===== src/rtl/sdram_arbit.sv =====
// SDRAM command scheduler: owns the auto-refresh timer, latches write/read triggers
// and grants the pins to exactly one sub-controller (init, refresh, write, read).
module sdram_arbit #(
  parameter int REF_CNT   = 780,
  parameter int REF_CNT_W = 10
) (
  input  logic        s_clk,
  input  logic        s_rst,
  input  logic        init_done,
  input  logic [3:0]  init_cmd,
  input  logic [11:0] init_addr,
  input  logic        wr_trig,
  input  logic        rd_trig,
  input  logic [3:0]  ref_cmd,
  input  logic        ref_end,
  input  logic [3:0]  wr_cmd,
  input  logic [11:0] wr_addr,
  input  logic [1:0]  wr_baddr,
  input  logic        wr_end,
  input  logic [3:0]  rd_cmd,
  input  logic [11:0] rd_addr,
  input  logic [1:0]  rd_baddr,
  input  logic        rd_end,
  output logic        ref_en,
  output logic        wr_en,
  output logic        rd_en,
  output logic        ref_req,
  output logic [3:0]  sdram_cmd,
  output logic [11:0] sdram_addr,
  output logic [1:0]  sdram_baddr,
  output logic        busy,
  output logic        ref_overrun
);

  typedef enum logic [2:0] {
    S_INIT,
    S_ARBIT,
    S_AREF,
    S_WRITE,
    S_READ
  } state_e;

  localparam logic [3:0]           CMD_NOP  = 4'b0111;
  localparam logic [REF_CNT_W-1:0] REF_LAST = REF_CNT_W'(REF_CNT - 1);

  state_e               state_q, state_d;
  logic [REF_CNT_W-1:0] ref_cnt_q, ref_cnt_d;
  logic                 ref_req_q, ref_req_d;
  logic                 ref_ovr_q, ref_ovr_d;
  logic                 wr_pend_q, wr_pend_d;
  logic                 rd_pend_q, rd_pend_d;
  logic                 ref_en_q, wr_en_q, rd_en_q;
  logic                 grant_ref, grant_wr, grant_rd;
  logic                 ref_expire;

  // Fixed priority: refresh beats write beats read, decided only while idle.
  assign grant_ref = (state_q == S_ARBIT) && ref_req_q;
  assign grant_wr  = (state_q == S_ARBIT) && !ref_req_q && wr_pend_q;
  assign grant_rd  = (state_q == S_ARBIT) && !ref_req_q && !wr_pend_q && rd_pend_q;

  assign ref_expire = init_done && (ref_cnt_q == REF_LAST);

  // NOTE: sequential state uses non-blocking assignments so every flop samples pre-edge values.
  always_ff @(posedge s_clk) begin
    if (s_rst) state_q <= S_INIT;
    else       state_q <= state_d;
  end

  // NOTE: defaulting every combinational output first guarantees no latch is inferred.
  always_comb begin
    state_d = state_q;
    unique case (state_q)
      S_INIT:  if (init_done) state_d = S_ARBIT;
      S_ARBIT: begin
        if      (grant_ref) state_d = S_AREF;
        else if (grant_wr)  state_d = S_WRITE;
        else if (grant_rd)  state_d = S_READ;
      end
      S_AREF:  if (ref_end) state_d = S_ARBIT;
      S_WRITE: if (wr_end)  state_d = S_ARBIT;
      S_READ:  if (rd_end)  state_d = S_ARBIT;
      default: state_d = S_INIT;
    endcase
  end

  always_comb begin
    sdram_cmd   = CMD_NOP;
    sdram_addr  = '0;
    sdram_baddr = '0;
    case (state_q)
      S_INIT: begin
        sdram_cmd  = init_cmd;
        sdram_addr = init_addr;
      end
      S_AREF:  sdram_cmd = ref_cmd;
      S_WRITE: begin
        sdram_cmd   = wr_cmd;
        sdram_addr  = wr_addr;
        sdram_baddr = wr_baddr;
      end
      S_READ: begin
        sdram_cmd   = rd_cmd;
        sdram_addr  = rd_addr;
        sdram_baddr = rd_baddr;
      end
      default: ;
    endcase
  end

  assign busy = (state_q != S_ARBIT);

  // A new request (timer expiry or trigger) wins over the clear from a same-cycle grant.
  always_comb begin
    ref_cnt_d = '0;
    if (init_done) ref_cnt_d = ref_expire ? '0 : ref_cnt_q + REF_CNT_W'(1);
    ref_req_d = ref_expire | (ref_req_q & ~grant_ref);
    ref_ovr_d = ref_ovr_q | (ref_expire & ref_req_q & ~grant_ref);
    wr_pend_d = wr_trig | (wr_pend_q & ~grant_wr);
    rd_pend_d = rd_trig | (rd_pend_q & ~grant_rd);
  end

  always_ff @(posedge s_clk) begin
    if (s_rst) begin
      ref_cnt_q <= '0;
      ref_req_q <= 1'b0;
      ref_ovr_q <= 1'b0;
      wr_pend_q <= 1'b0;
      rd_pend_q <= 1'b0;
      ref_en_q  <= 1'b0;
      wr_en_q   <= 1'b0;
      rd_en_q   <= 1'b0;
    end else begin
      ref_cnt_q <= ref_cnt_d;
      ref_req_q <= ref_req_d;
      ref_ovr_q <= ref_ovr_d;
      wr_pend_q <= wr_pend_d;
      rd_pend_q <= rd_pend_d;
      ref_en_q  <= grant_ref;
      wr_en_q   <= grant_wr;
      rd_en_q   <= grant_rd;
    end
  end

  assign ref_en      = ref_en_q;
  assign wr_en       = wr_en_q;
  assign rd_en       = rd_en_q;
  assign ref_req     = ref_req_q;
  assign ref_overrun = ref_ovr_q;

endmodule


===== config.mk =====
export PLATFORM = sky130hd
export DESIGN_NAME = sdram_arbit
export DESIGN_NICKNAME = d
export VERILOG_FILES = /design/src/rtl/sdram_arbit.sv
export SDC_FILE = /design/constraint.sdc
export NUM_CORES = 1
export LEC_CHECK = 0
export CAP_MARGIN = 25
export CORE_MARGIN = 10
export CORE_UTILIZATION = 35
export CTS_CLUSTER_SIZE = 30
export DETAILED_ROUTE_END_ITERATION = 8
export DONT_BUFFER_PORTS = 1
export SKIP_LAST_GASP = 1
export SLEW_MARGIN = 20
export SYNTH_ARGS = -nofsm -noshare
export SYNTH_HDL_FRONTEND = slang
export SYNTH_SLANG_ARGS = --single-unit

===== constraint.sdc =====
create_clock -name s_clk -period 1.9 [get_ports s_clk]
set_clock_uncertainty 0.15 [all_clocks]
set_input_delay 0.57 -clock s_clk [delete_from_list [all_inputs] [get_ports s_clk]]
set_output_delay 0.57 -clock s_clk [all_outputs]
set_load 0.01 [all_outputs]

=== Word level (Yosys, flattened, before mapping) ===
Index checks and enable logic that the tools add are counted.

* Register bits after elaboration: 20
* Input bits: 64

* Add/subtract/negate cells: 1
* Eq/ne operators: 11
* Multiplexer cells: 11
* Bitwise gates (word level): 13
* Reduce and logical (&&, ||, !) cells: 11

{| class="wikitable"
|+ Operators with widths
! cell !! count
|-
| $pmux 12 s3 || 1
|-
| $mux 3 || 7
|-
| $pmux 4 s4 || 1
|-
| $pmux 3 s5 || 1
|-
| $add 10x1->10 const B || 1
|-
| $eq 10x10->1 const B || 1
|-
| $ne 2x2->1 const B || 4
|-
| $eq 3x2->1 const B || 2
|-
| $logic_and 1x1->1 || 6
|-
| $and 1x1->1 || 5
|-
| $reduce_and 5->1 || 1
|-
| $ne 4x4->1 const B || 1
|-
| $not 1->1 || 4
|-
| $or 1x1->1 || 4
|-
| $pmux 2 s2 || 1
|-
| $eq 3x1->1 const B || 1
|-
| $eq 3x3->1 const B || 1
|-
| $logic_not 3->1 || 1
|-
| $ne 3x1->1 const B || 1
|-
| $reduce_or 3->1 || 1
|-
| $logic_not 1->1 || 2
|}

=== Depth between registers and ports, before layout ===
Gate-level depths: netlist of run 1.

* Depth after elaboration: 8
* Gate-level depth with buffers: 7
* Gate-level depth less buffers: 5

=== Worst setup path before layout of run 1 ===
Ideal clock, no wire load.

* Path type: reg-to-output
* Start point: register state_q[0]
* End point: output port sdram_addr[10]
* Data arrival time: 1.403 ns
* Data required time: 1.180 ns
* Slack: -0.223 ns
* Cell stages (with the launch flop): 6
* Cell sequence: dfxtp_1 buf_2 and2_2 clkbuf_1 a22oi_1 o21ai_0

* Longest elaborated chain between the ends: 2
* Elaborated cells on any way between the ends: 4
* Classes of those cells: eq/ne (2); mux (1); reduce/logical (1)

{| class="wikitable"
|+ RTL lines
! element !! line !! source
|-
| start: declaration || 46 || <nowiki>state_e state_q, state_d;</nowiki>
|-
| start signal: assignment || 66 || <nowiki>else state_q <= state_d;</nowiki>
|-
| $eq 3x3->1, or another cell as far along || 90 || <nowiki>case (state_q)</nowiki>
|-
| $pmux 12 s3 * || 90 ||
|-
| end: declaration || 29 || <nowiki>output logic [11:0] sdram_addr,</nowiki>
|}

Mark *: on every way between the ends. The rest lies on a longest branch, timed or not.

=== Worst setup path after layout of run 1 ===
* Start point: register state_q[0]
* End point: output port sdram_cmd[3]

* Longest elaborated chain between the ends: 2
* Elaborated cells on any way between the ends: 5
* Classes of those cells: eq/ne (3); mux (1); reduce/logical (1)

{| class="wikitable"
|+ RTL lines
! element !! line !! source
|-
| $eq 3x3->1, or another cell as far along || 90 ||
|-
| $pmux 4 s4 * || 90 ||
|-
| end: declaration || 28 || <nowiki>output logic [3:0] sdram_cmd,</nowiki>
|}

Marks and branches as above.

==> results of run 1 <==
state kept, by name (all words and copies together) (netlist names):
| name | count |
|---|---|
| ref_cnt_q | 10 |
| rd_pend_q | 1 |
| ref_req | 1 |
| wr_en | 1 |
| ref_overrun | 1 |
| rd_en | 1 |
| wr_pend_q | 1 |
| ref_en | 1 |
| state_q | 3 |
worst register-to-register path, stage by stage, from the launching register on:
cell and delay (ns):
dfxtp_4 0.41, buf_12 0.12, buf_4 0.10, mux2_2 0.33, nor3_1 0.22, a21oi_1 0.13
a2111oi_2 0.29
what timing repair did:
action                     in CTS  in global routing
setup buffers                   2                  5
hold buffers                    0                  0
resized for setup              16                 27
setup endpoints to repair      19                 21
pin swaps                       5                  7
gates cloned                    0                  0
cell type report:
cell class / count / area (sq um)
Clock buffer: 3 / 22.5
Timing Repair Buffer: 19 / 188
Inverter: 4 / 15.0
Multi-Input combinational cell: 123 / 901
Fill cell: 330 / 1770
Tap cell: 46 / 57.6
Sequential cell: 20 / 408
metal layers:
layer | wire, um | track usage | vias up
met2 | 2270 | 0.204 | 54
met1 | 1540 | 0.120 | 567
li1 | - | - | 587
met3 | 318 | 0.0473 | 4
met5 | 0 | 0 | -
met4 | 44 | 0.0161 | 0
how the worst min path moves through the flow:
stage,cells past startpoint,endpoint,slack (ns),startpoint
global placement,1,ref_cnt_q[0]$_SDFF_PP0_,0.28,ref_cnt_q[0]$_SDFF_PP0_
finish,1,ref_req$_SDFF_PP0_,0.18,s_rst
detailed placement,1,ref_cnt_q[0]$_SDFF_PP0_,0.28,ref_cnt_q[0]$_SDFF_PP0_
CTS,1,state_q[2]$_SDFFE_PP0P_,0.17,s_rst
floorplan,1,ref_cnt_q[0]$_SDFF_PP0_,0.26,ref_cnt_q[0]$_SDFF_PP0_
global route,1,wr_pend_q$_SDFF_PP0_,0.16,s_rst
synth_stat cells, types with 2 or more instances:
cell type   n
o21ai_0    14
buf_6       2
a21oi_1    11
clkbuf_1    4
dfxtp_1    20
a22o_1      2
a22oi_1    12
nor3b_1     2
nand4_1     3
xor2_1      6
nor2_1     20
nand3_1     4
mux2i_1     5
and3_1      4
o22a_1      3
inv_1       4
buf_2       3
nand2_1    17
xnor2_1     2
cell families after synthesis:
logic type               after synthesis  synth area share
multiplexers                           6            0.0499
flip-flops                            20             0.326
XOR/XNOR                               8            0.0570
AO/OA/AOI/OAI                         46             0.245
adder cells (fa/ha/maj)                1            0.0102
AND/OR/NAND/NOR                       62             0.253
buffers and inverters                 14            0.0590
through the flow:
step,cells,setup TNS (ns),util,power [mW]
final,215,-2.59,0.473,0.987
after global routing,215,-4.21,0.473,1.05
after CTS,211,-2.39,0.429,0.966
after detailed placement,206,0,0.404,0.749
after global placement,206,0,0.404,0.739
after floorplan,157,0,-,0.669
power by group through the flow:
stage	logic (mW)	clock network [mW]	registers, mW
after floorplan	0.216	0	0.453
after global placement	0.280	0	0.459
after detailed placement	0.289	0	0.460
after CTS	0.318	0.198	0.450
after global routing	0.380	0.219	0.452
final	0.352	0.186	0.449
cell usage in the layout (no fill, tap or decap), types with 2 or more instances in the layout:
master    synthesis  final
nor2_1           20     19
dfxtp_1          20     18
buf_4             0     15
a21oi_1          11     11
a22oi_2           0      9
o21ai_2           0      9
nand2_1          17      9
nand2_2           0      6
xor2_1            6      6
mux2i_1           5      5
and3_1            4      4
nand3_1           4      4
a22oi_1          12      3
o22a_1            3      3
inv_1             4      3
nand4_1           3      3
clkbuf_4          0      3
buf_12            0      3
and2_4            0      2
nand2_4           0      2
o21ai_0          14      2
o21ai_1           0      2
xnor2_1           2      2
dfxtp_4           0      2
==> results.toml, run 1 <==
[run_status]
status = "complete, but fails checks"
violations = "setup timing"

[sta]
relSlewSlack = 0.748
period_needed_ns = 2.11
drv_slew = 0
whs_ns = 0.184
fin_ws_ns = -0.213
clock.fmax_mhz = 473
final.period_utilization = 1.11
tightest_slew_ns = 0.373
rsz0062_at_grt = "yes"
finalHoldViolCount = 0
finalSetupViolCount = 19

[clock_tree]
tritoncts = "done"
root_buffer = "clkbuf_4"
cts_buffer_depth = 2
cts_inserted_buffers = 3
clk_latency_ns = 0.29
cts.sinks = 20
path_clk_slew_ns = 0.10
htree_levels = 1

[critical_path]
worst_r2r_path_depth = 6
worstPathMaxFanout = 7
path_class = "reg2out"
cp-end-kind = "output port"
max_stage_delay_ns = 0.41
startpoint_type = "flip-flop"
startpoint = "state_q[0]$_SDFFE_PP0P_"
cp-endpoint = "sdram_cmd[3]"
rr_endpoint = "state_q[2]$_SDFFE_PP0P_"
path_delay_family = "flip-flops"
cp_slowest_cell = "dfxtp_4"
required_ns = 1.18
cp.arrival_ns = 1.39
critPathBufInv = 2
rrSetupSlack_ns = 0.05
path_depth = 6
cp_cell_sequence = "buf_12, mux2i_1, nor2_1, a21oi_1, o21ai_1, buf_4"
r2r-start = "state_q[0]$_SDFFE_PP0P_"

[final_layout]
final_cell_area_sq_um = 1590
n_antenna_cell = 0
post_route_cells_drive_above_1_share = 0.379
nets = 236
syn2layout_area_growth_pct = 29.5

[floorplan]
initial_utilization = 0.365
std_cell_rows = 21
coreArea_sq_um = 3360
die_area_sq_um = 6280
io_pins = 88
dieWidth_um = 79.3
die_y_um = 79.3

[power_and_ir_drop]
seqPwrFrac = 0.455
pwr-share-clk = 0.188
switchingPower_mw = 0.316
ir_drop_uv = 265
power_density_nw_per_um2 = 620
internal-power_mw = 0.671
switching_share = 0.320
combPwrFrac = 0.357
power_leakage_nw = 0.605

[placed_design]
detailed_place_hpwl_mm = 3.26
routabilityCongestion = 0.829
place_ws_ns = 0.0351
io_buffers = 0
placedInstanceArea_sq_um = 1360

[drt]
wl_mm = 4.18
vias_per_cell = 5.64
route.detailed.drc = 0
ant_nets = 0
wire_per_inst_um = 19.4
dr.first_iter.drc_count = 44
drtPass1Iterations = 4
via_count = 1212

[run]
drv_cap = 0

[synth]
synth_cell_types = 38
post-synth-top-area-fraction = 0.326
yosys_warnings = 0
synth_cells = 157
yosys-top-cells-area = "dfxtp_1 33%, a22oi_1 7.3%, nor2_1 6.1%"
synthesis.area_sq_um = 1230
synthFlopType = "dfxtp_1"
synth_nets = 222
synth_edf_count = 0
yosysSeqAreaShare = 0.326
yosysTopAreaCell = "dfxtp_1"
ys_ff_latch = 20
ys_async_sr_fraction = 0
syn_avg_cell_area_sq_um = 7.83

[global_route]
grt_pass1_vias = 1105
grt.overflow.total = 0
grt_max_degree = 17
grt_pass1_wl_mm = 5.84
antenna_found_initial = 0
grt_usage = 0.112

[hold_path]
hp-class = "in2reg"
Power figures use the tool's default switching activity.
==> inputs of run 2 (changes only) <==
--- a/config.mk
+++ b/config.mk
@@ -11,8 +11,9 @@
 export CTS_CLUSTER_SIZE = 30
 export DETAILED_ROUTE_END_ITERATION = 8
 export DONT_BUFFER_PORTS = 1
+export MAX_ROUTING_LAYER = met4
 export SKIP_LAST_GASP = 1
-export SLEW_MARGIN = 20
+export SLEW_MARGIN = 15
 export SYNTH_ARGS = -nofsm -noshare
 export SYNTH_HDL_FRONTEND = slang
 export SYNTH_SLANG_ARGS = --single-unit
==> results.toml, run 2 (same netlist as run 1, synthesis figures left out) <==
[power_and_ir_drop]
power_leakage_nw = 0.605
ir_drop_uv = 265
power_density_nw_per_um2 = 620

[clock_tree]
path_clk_slew_ns = 0.10
clk_latency_ns = 0.29
tritoncts = "done"
cts_buffer_depth = 2
cts.sinks = 20
htree_levels = 1
root_buffer = "clkbuf_4"
cts_inserted_buffers = 3

[final_layout]
nets = 236
syn2layout_area_growth_pct = 29.5
largest_registers = "ref_cnt_q x10, state_q x3"
n_antenna_cell = 0
final_common_cell = "nor2_1"
fin_util = 0.473
final_cell_mix = "19 x nor2_1, 18 x dfxtp_1, 15 x buf_4"
post_route_cells_drive_above_1_share = 0.379
regMostFlops = "ref_cnt_q"
largest_reg_flops = 10

[sta]
finalHoldViolCount = 0
final.period_utilization = 1.11
tightest_slew_ns = 0.373
rsz0062_at_grt = "yes"
relSlewSlack = 0.748
drv_slew = 0
fin_ws_ns = -0.212
period_needed_ns = 2.11
finalSetupViolCount = 19
clock.fmax_mhz = 474

[critical_path]
path_class = "reg2out"
path_delay_family = "flip-flops"
critPathBufInv = 2
cp.arrival_ns = 1.39
worstPathMaxFanout = 7
max_stage_delay_ns = 0.41
cp-end-kind = "output port"
cp_slowest_cell = "dfxtp_4"
startpoint_type = "flip-flop"
cp_cell_sequence = "buf_12, mux2i_1, nor2_1, a21oi_1, o21ai_1, buf_4"
required_ns = 1.18

[global_route]
grt_pass1_wl_mm = 5.84
grt_pass1_vias = 1105
grt_max_degree = 17
antenna_found_initial = 0
grt_usage = 0.115
grt.overflow.total = 0

[placed_design]
place_ws_ns = 0.0351
detailed_place_hpwl_mm = 3.26
io_buffers = 0
routabilityCongestion = 0.842

[hold_path]
hp-class = "in2reg"

[floorplan]
die_y_um = 79.3
die_area_sq_um = 6280
initial_utilization = 0.365
dieWidth_um = 79.3
std_cell_rows = 21
coreArea_sq_um = 3360
io_pins = 88

[run_status]
status = "complete, but fails checks"
violations = "setup timing"

[drt]
ant_nets = 0
drtPass1Iterations = 4
wire_per_inst_um = 19.4
route.detailed.drc = 0
via_count = 1217
dr.first_iter.drc_count = 60
vias_per_cell = 5.66
wl_mm = 4.17

[run]
drv_cap = 0
[run 2: path summary, 6_finish.rpt]
path	startpoint	to	slack, ns	cells past startpoint
worst max register to register	state_q[0]$_SDFFE_PP0P_	state_q[2]$_SDFFE_PP0P_	0.05	6
worst min-delay path	s_rst	ref_req$_SDFF_PP0_	0.18	1
worst max-delay path	state_q[0]$_SDFFE_PP0P_	sdram_cmd[3]	-0.21	6
worst min register to register	ref_cnt_q[0]$_SDFF_PP0_	ref_cnt_q[0]$_SDFF_PP0_	0.29	1
[run 2: repair_timing]
| item | 4_1_cts | 5_1_grt |
|---|---|---|
| gates cloned | 0 | 0 |
| endpoints found under the hold margin | 0 | 0 |
| setup endpoints to repair | 19 | 21 |
| gates resized for setup | 16 | 27 |
| hold buffers | 0 | 0 |
| pin swaps | 5 | 7 |
| setup buffers | 2 | 5 |
[run 2: per-layer routing]
metal	GRT usage	routed length [um]	up-vias
met5	-	0	-
li1	-	-	587
met3	0.0473	342	6
met1	0.120	1530	566
met4	0.0161	41	0
met2	0.204	2260	58
[run 2: worst register-to-register path, delay by kind of cell (launching register included)]
| kind | cells | cell delay (ns) |
|---|---|---|
| compound gates | 2 | 0.42 |
| flops | 1 | 0.41 |
| mux | 1 | 0.33 |
| buf+inv | 2 | 0.22 |
| simple gates | 1 | 0.22 |
[run 2: where the power goes]
| group | switching, mW | total, mW | internal, mW |
|---|---|---|---|
| combinational | 0.187 | 0.353 | 0.165 |
| sequential | 0.0170 | 0.449 | 0.432 |
| clock | 0.112 | 0.185 | 0.0736 |
| total | 0.316 | 0.987 | 0.671 |
[run 2: final cells by class]
| cell class | instances | area [sq um] |
|---|---|---|
| inverter | 4 | 15.0 |
| tap | 46 | 57.6 |
| multi-input combinational | 123 | 901 |
| sequential | 20 | 408 |
| clock buffer | 3 | 22.5 |
| timing repair buffer | 19 | 188 |
| fill | 330 | 1770 |
[run 2: through the flow]
step	power (mW)	cell area (sq um)	hold slack (ns)	TNS, ns	instances
after floorplan	0.669	1240	0.263	0	157
after global placement	0.739	1360	0.276	0	206
after detailed placement	0.749	1360	0.283	0	206
after CTS	0.966	1440	0.173	-2.39	211
after global routing	1.05	1590	0.157	-4.20	215
final	0.987	1590	0.185	-2.58	215
==> inputs of run 3 (changes only) <==
--- a/config.mk
+++ b/config.mk
@@ -6,7 +6,7 @@
 export NUM_CORES = 1
 export LEC_CHECK = 0
 export CAP_MARGIN = 25
-export CORE_MARGIN = 10
+export CORE_MARGIN = 5
 export CORE_UTILIZATION = 35
 export CTS_CLUSTER_SIZE = 30
 export DETAILED_ROUTE_END_ITERATION = 8
==> results.toml, run 3 (same netlist as run 1, synthesis figures left out) <==
[final_layout]
final_common_cell = "nor2_1"
largest_registers = "ref_cnt_q x10, state_q x3"
n_antenna_cell = 0
nets = 233
final_cell_mix = "18 x nor2_1, 17 x nand2_1, 17 x dfxtp_1"
regMostFlops = "ref_cnt_q"
num-fill-cells = 340
layoutNonFillerInstCount = 213
largest_reg_flops = 10
syn2layout_area_growth_pct = 19.0
post_route_cells_drive_above_1_share = 0.257

[floorplan]
io_pins = 88
coreArea_sq_um = 3360
initial_utilization = 0.365
die_area_sq_um = 4800
die_y_um = 69.3
dieWidth_um = 69.3
std_cell_rows = 21

[clock_tree]
root_buffer = "clkbuf_4"
path_clk_slew_ns = 0.11
clk_latency_ns = 0.30
cts_buffer_depth = 2
cts_inserted_buffers = 3
cts.sinks = 20
htree_levels = 1
tritoncts = "done"

[drt]
dr.first_iter.drc_count = 36
ant_nets = 0
drtPass1Iterations = 4
vias_per_cell = 5.52
wire_per_inst_um = 16.3
wl_mm = 3.46
via_count = 1176
route.detailed.drc = 0

[global_route]
grt_usage = 0.144
grt.overflow.total = 0
grt_pass1_wl_mm = 5.70
grt_max_degree = 17
antenna_found_initial = 0
grt_pass1_vias = 1144

[power_and_ir_drop]
ir_drop_uv = 298
internal-power_mw = 0.693
combPwrFrac = 0.305
pwr-share-clk = 0.246
switchingPower_mw = 0.311
seqPwrFrac = 0.449
power_leakage_nw = 0.553
power_density_nw_per_um2 = 687
switching_share = 0.310

[run]
drv_cap = 0

[critical_path]
rr_endpoint = "state_q[2]$_SDFFE_PP0P_"
worst_r2r_path_depth = 5
rrSetupSlack_ns = 0.18
cp-end-kind = "output port"
path_class = "reg2out"
required_ns = 1.18
cp.arrival_ns = 1.45
worstPathMaxFanout = 6
r2r-start = "state_q[0]$_SDFFE_PP0P_"
startpoint_type = "flip-flop"

[hold_path]
hp-start = "s_rst"
whs_path_depth = 1
hp-class = "in2reg"
worst_hold_path.endpoint = "state_q[2]$_SDFFE_PP0P_"

[sta]
finalSetupViolCount = 19
clock.fmax_mhz = 460
final.period_utilization = 1.14
fin_ws_ns = -0.274
relSlewSlack = 0.744
fin_setup_tns_ns = -3.59
rsz0062_at_grt = "yes"
drv_slew = 0
finalHoldViolCount = 0
period_needed_ns = 2.17
tightest_slew_ns = 0.378

[placed_design]
detailed_place_hpwl_mm = 2.82
placed_cells = 205
io_buffers = 0
routabilityCongestion = 0.922

[run_status]
violations = "setup timing"
status = "complete, but fails checks"
## run 3: area by class of cell
class                           count  area, sq um  share of cell area
Timing Repair Buffer               16          141              0.0967
Sequential cell                    20          409               0.280
Multi-Input combinational cell    123          801               0.547
Tap cell                           46         57.6              0.0393
Inverter                            4         17.5              0.0120
Clock buffer                        4         36.3              0.0248
## run 3: worst max-delay path by stage
stage / from / endpoint / depth (start not counted)
2_1_floorplan: state_q[1]$_SDFFE_PP0P_ / sdram_addr[10] / 7
3_3_place_gp: state_q[1]$_SDFFE_PP0P_ / sdram_addr[0] / 4
3_5_place_dp: state_q[1]$_SDFFE_PP0P_ / sdram_baddr[0] / 4
4_1_cts: state_q[0]$_SDFFE_PP0P_ / sdram_cmd[3] / 6
5_1_grt: state_q[0]$_SDFFE_PP0P_ / sdram_cmd[3] / 6
6_report: state_q[0]$_SDFFE_PP0P_ / sdram_cmd[0] / 5
## run 3: critical path, stage by stage, from the launching register on
cell and delay (ns):
dfxtp_4 0.42, buf_12 0.12, buf_4 0.10, mux2i_1 0.20, a21oi_1 0.10, o22a_1 0.22
## run 3: what timing repair did
item                                    in CTS  in global routing
pin swaps                                    5                  3
endpoints found under the setup margin      19                 19
buffers inserted                             2                  1
resized for setup                           14                  8
hold buffers                                 0                  0
cloned                                       1                  0
## run 3: power groups by stage
| stage | clock network [mW] | logic, mW | registers [mW] |
|---|---|---|---|
| final | 0.247 | 0.306 | 0.451 |
| after global routing | 0.280 | 0.334 | 0.454 |
| after CTS | 0.258 | 0.295 | 0.451 |
| after detailed placement | 0 | 0.276 | 0.461 |
| after global placement | 0 | 0.272 | 0.461 |
| after floorplan | 0 | 0.216 | 0.453 |
## run 3: per-layer routing
layer  routed length, um  vias to the layer above  part of all wire  global-route usage
met1                1290                      537              0.37               0.149
met3                 326                        2             0.094              0.0667
met2                1830                       56              0.53               0.253
met5                   0                        -                 0                   -
met4                  18                        0            0.0052              0.0260
li1                    -                      581                 -                   -
## run 3: per-stage QoR
step	hold slack (ns)	power (mW)	util	setup slack (ns)	area [sq um]
3_5_place_dp	0.283	0.737	0.398	-0.0234	1340
4_1_cts	0.150	1.00	0.427	-0.250	1440
5_1_grt	0.136	1.07	0.435	-0.375	1460
3_3_place_gp	0.278	0.732	0.398	0.0342	1340
6_report	0.163	1.00	0.435	-0.274	1460
2_1_floorplan	0.263	0.669	-	0.00358	1240
